## src/rtl/shutoff_countdown.sv

```systemverilog
// rtl/shutoff_countdown.sv - fan shutoff timer: btn cycles 1/3/5-unit settings, counts down whole seconds, pulses timeout.
// Optional pre-shutoff warning (warn output, blinking led) is built when SHUTOFF_WARN_EN is defined.
module shutoff_countdown #(
  parameter int TICK_CYCLES  = 100_000_000,
  parameter int STEP_SECONDS = 3600,
  parameter int WARN_SECONDS = 60
) (
  input  logic        clk,
  input  logic        reset_p,
  input  logic        btn,
  input  logic [7:0]  duty,
  output logic        timeout,
  output logic [2:0]  led,
  output logic [16:0] remain_sec,
  output logic        warn
);

  localparam int              PW       = (TICK_CYCLES > 1) ? $clog2(TICK_CYCLES) : 1;
  localparam logic [PW-1:0]   PRE_MAX  = PW'(TICK_CYCLES - 1);
  localparam logic [16:0]     LOAD1    = 17'(STEP_SECONDS);
  localparam logic [16:0]     LOAD3    = 17'(3 * STEP_SECONDS);
  localparam logic [16:0]     LOAD5    = 17'(5 * STEP_SECONDS);
  localparam logic [16:0]     WARN_LIM = 17'(WARN_SECONDS);

  typedef enum logic [1:0] {IDLE, SET1, SET3, SET5} state_t;

  state_t        state, state_n;
  logic [PW-1:0] pre, pre_n;
  logic [16:0]   remain_n;
  logic          timeout_n;
  logic [2:0]    led_n;
  logic          warn_n;
  logic          tick;
  logic          reload;
  logic          dec;

  function automatic logic [2:0] led_pat(input state_t s);
    case (s)
      SET1:    return 3'b001;
      SET3:    return 3'b011;
      SET5:    return 3'b111;
      default: return 3'b000;
    endcase
  endfunction

  function automatic logic [16:0] load_val(input state_t s);
    case (s)
      SET1:    return LOAD1;
      SET3:    return LOAD3;
      SET5:    return LOAD5;
      default: return 17'd0;
    endcase
  endfunction

  always_ff @(posedge clk or posedge reset_p) begin
    if (reset_p) begin
      state      <= IDLE;
      pre        <= '0;
      remain_sec <= '0;
      timeout    <= 1'b0;
      led        <= 3'b000;
      warn       <= 1'b0;
    end else begin
      state      <= state_n;
      pre        <= pre_n;
      remain_sec <= remain_n;
      timeout    <= timeout_n;
      led        <= led_n;
      warn       <= warn_n;
    end
  end

  always_comb begin
    state_n   = state;
    pre_n     = pre;
    remain_n  = remain_sec;
    timeout_n = 1'b0;
    reload    = 1'b0;
    dec       = 1'b0;
    tick      = (state != IDLE) && (pre == PRE_MAX);

    // Fan off wins over everything; btn beats a coincident tick.
    if (duty == 8'd0) begin
      state_n  = IDLE;
      pre_n    = '0;
      remain_n = '0;
    end else if (btn) begin
      case (state)
        IDLE:    state_n = SET1;
        SET1:    state_n = SET3;
        SET3:    state_n = SET5;
        default: state_n = IDLE;
      endcase
      reload   = 1'b1;
      pre_n    = '0;
      remain_n = load_val(state_n);
    end else if (state != IDLE) begin
      if (tick) begin
        pre_n = '0;
        if (remain_sec <= 17'd1) begin
          state_n   = IDLE;
          remain_n  = '0;
          timeout_n = (remain_sec == 17'd1);
        end else begin
          remain_n = remain_sec - 17'd1;
          dec      = 1'b1;
        end
      end else begin
        pre_n = pre + PW'(1);
      end
    end

`ifdef SHUTOFF_WARN_EN
    warn_n = (state_n != IDLE) && (remain_n != 17'd0) && (remain_n <= WARN_LIM);
    led_n  = led_pat(state_n);
    // Inside the window each tick blinks; the first tick in the window goes dark.
    if (dec && warn_n)
      led_n = (warn && led == 3'b000) ? led_pat(state_n) : 3'b000;
    else if (state_n != IDLE && !reload && !dec)
      led_n = led;
`else
    warn_n = 1'b0;
    led_n  = led_pat(state_n);
`endif
  end

endmodule

```

## config.mk

```make
export PLATFORM = sky130hd
export DESIGN_NAME = shutoff_countdown
export DESIGN_NICKNAME = d
export VERILOG_FILES = /design/src/rtl/shutoff_countdown.sv
export SDC_FILE = /design/constraint.sdc
export NUM_CORES = 1
export LEC_CHECK = 0
export BUFFER_PORTS_ARGS = -buffer_cell sky130_fd_sc_hd__buf_4
export CAP_MARGIN = 20
export CORE_MARGIN = 2
export CORE_UTILIZATION = 44
export DETAILED_ROUTE_END_ITERATION = 8
export PLACE_DENSITY = 0.66
export SYNTH_ARGS = -nofsm -noshare
export SYNTH_HDL_FRONTEND = slang
export SYNTH_SLANG_ARGS = --single-unit
export TNS_END_PERCENT = 30
```

## constraint.sdc

```tcl
create_clock -name clk -period 1.9 [get_ports clk]
set_clock_uncertainty 0.05 [all_clocks]
set_input_delay 0.095 -clock clk [delete_from_list [all_inputs] [get_ports clk]]
set_output_delay 0.095 -clock clk [all_outputs]
set_load 0.05 [all_outputs]
```

==> impl_results.md <==
* Status: finished with violations
* Failing checks: setup timing
* Cell variety after synth at 57
* CP max FO at 10
* Post-Route Utilization at 61.5%
* First-pass GRT wire length at 13.5 mm
* Layout cells sized above 1 at 41.2%
* LEAKAGE at 0.00175 uW
* Clock Sinks at 50
* Die Y at 86.8 um
* Total CTS buffers at 5
* Cell with the most instances after synthesis: dfrtp_1
* Core Box Area at 6720 sq um
* Critical Path End Type: flop
* DRT antenna net count at 0
* Syn Inst Count at 334
* Area Growth Syn to Fin at 37.1%
* Min cycle time layout at 1980 ps
* Initial antenna violation count at 0
* Unrepaired setup endpoints after global routing: yes
* Ys flop type: dfrtp_1
* PD cells at 953 nW/um^2
* CTS HTree Levels at 2
* Number of top-level pins at 33
* Area of the mapped netlist at 3020 sq um
* Peak supply drop at 0.000508 V
* Post-Syn Area per Cell at 9.03 sq um
* Cells after DPL at 500
* Max Clk Rate at 0.504 GHz
* Worst-Margin Slew at 503 ps
* Worst-Skew Late Latency at 310 ps
* Vias at 2842
* Diodes inserted at 0
* Row cnt at 30
* Non-filler cells, final at 519
* Sequential share of the synthesized area at 41.5%
* Post-detail-place hpwl at 6.05 mm
* Pins Over Slew Limit at 0
* Final Hold Vio Count at 0
* Initial DRC Count at 197
* Critical Path RT at 2050 ps
* Slowest stage delay, CP at 390 ps
* CP arrival at 2140 ps
* 1st-pass router iterations at 5
* Clock buffer depth at 2
* Ys Warns at 0
* Fin nets at 457
* Share of the synthesized area in the top cell type at 41.5%
* Critical path class: flop to flop
* Slew margin rel. at 66.4%
* Synth top area cells: dfrtp_1, xnor2_1, nor2_1
* Die area at 7530 sq um
* Mapped Nets at 353
* Initial Util at 44.9%
* Worst hold path type: primary input to flop
* Total grt overflow at 0
* Tcrit/Tclk final at 104%
* Die width at 86.8 um
* Tot Pwr at 3940 uW
* CTS Root Cell: clkbuf_8
* EDFF count, synth at 0
* Final-layout fill cell count at 568
* CP max-delay cell: nor4_2
* Drt via density at 5.48
* Crit path cell chain: inv_2 -> ha_4 -> buf_4 -> inv_1 -> a211o_2 -> nand3_4 -> nor4_2 -> xnor2_1 -> nor2_1
* # DRC at 0
* WL per Instance at 16.0 um
* Largest net degree at the start of global routing at 25
* Max_cap viols at 0
* Total GRT Usage at 22.9%
* Wirelength, routed at 8.30 mm
* FF+latch count, synth at 50
* Cell accounting for the most synthesized area: dfrtp_1
* Final Worst Setup Slack at -84.5 ps
* Critical path launch point type: flop
* Synth async-reset ratio at 100%
* PortBufs at 31
* Number of global-route vias before repair at 2734
* CTS tree: done
* GP Congestion at 0.927
* Count of final setup violators at 14
* Reg clk slew, reported paths at 90 ps
* Post-place setup slack at -96.6 ps
* Top cells by count, synth: dfrtp_1, nor2_1, nand2_1
[flip-flops by register name (all words and copies together) (netlist names)]
register,cells
timeout,1
pre,27
remain_sec,17
state,2
led,3
[routing by layer]
layer  routed length, um  share of wire [%]  GRT usage [%]  vias to the layer above
met5                   0                  0              0                        -
li1                    -                  -              -                     1381
met1                3650                 44           31.9                     1362
met3                 446                5.4           3.81                        9
met4                  94                1.1           6.53                        0
met2                4110                 49           36.6                       90
[power by group]
group / total, uW / internal, uW / switching [uW] / leakage, uW
logic: 1950 / 825 / 1130 / 0.00105
clock network: 657 / 295 / 362 / 0.0000482
registers: 1330 / 1210 / 113 / 0.000652
total: 3940 / 2330 / 1600 / 0.00175
[through the flow]
stage                     TNS [ps]  instance area [sq um]  hold slack [ps]
after CTS                    -47.4                   4000             69.2
final                         -408                   4130             86.8
after global routing         -3230                   4130              109
after global placement        -498                   3830              109
after floorplan               -293                   3070              328
after detailed placement     -1340                   3830              121
[worst paths after layout]
kind	startpoint	slack, ps	to	cells past startpoint
max	state[0]	-80	pre[16]	9
min	btn	90	remain_sec[4]	2
max reg2reg	state[0]	-80	pre[16]	9
min reg2reg	pre[21]	510	pre[21]	2
max in group asynchronous	reset_p	820	pre[12]	4
min in group asynchronous	reset_p	310	led[0]	3
[layout make-up]
type	instances	area (sq um)	area share (%)
multi-input cells	254	1760	42.5
flip-flops and latches	50	1270	30.6
repair buffers	109	852	20.6
well taps	80	100	2.42
clock buffers	7	86.3	2.09
inverters	18	67.6	1.63
clock inverters	1	5.00	0.121
[cells in the final DEF (no fill, tap or decap), types with 5 or more instances in the layout]
| cell type | n |
|---|---|
| nor4_2 | 9 |
| xnor2_1 | 19 |
| inv_1 | 15 |
| buf_6 | 5 |
| a21oi_1 | 19 |
| xor2_1 | 5 |
| o21ai_1 | 13 |
| nand3_1 | 11 |
| dfrtp_2 | 12 |
| buf_4 | 102 |
| clkbuf_8 | 6 |
| nand3_2 | 5 |
| dfrtp_1 | 38 |
| nand2_1 | 24 |
| nand4_1 | 7 |
| nor3_2 | 5 |
| nor3_1 | 12 |
| nor2_1 | 41 |
| ha_1 | 6 |
[logic make-up after synthesis]
kind of cell | Yosys count | share of synthesized area (%)
adders and majority gates | 8 | 3.32
AOI/OAI and AO/OA | 61 | 12.4
other | 1 | 0.124
and+or+nand+nor | 160 | 31.2
xor gates and xnor gates | 24 | 6.97
DFF | 50 | 41.5
buffers and inverters | 30 | 4.52
[worst max-delay path, delay by kind of cell, from the launching register on]
| family | cells | cell delay, ps |
|---|---|---|
| compound gates | 1 | 180 |
| xor+xnor | 1 | 190 |
| fa+ha+maj | 1 | 150 |
| buf+inv | 3 | 280 |
| flops | 1 | 380 |
| simple gates | 3 | 630 |
[timing repair]
item	CTS	global route
hold endpoints to repair	20	0
resized for setup	9	23
pin swaps	11	12
setup buffers	4	6
hold buffers	1	0
endpoints found under the setup margin	46	39
No activity file was read; power rests on OpenSTA's default activity.
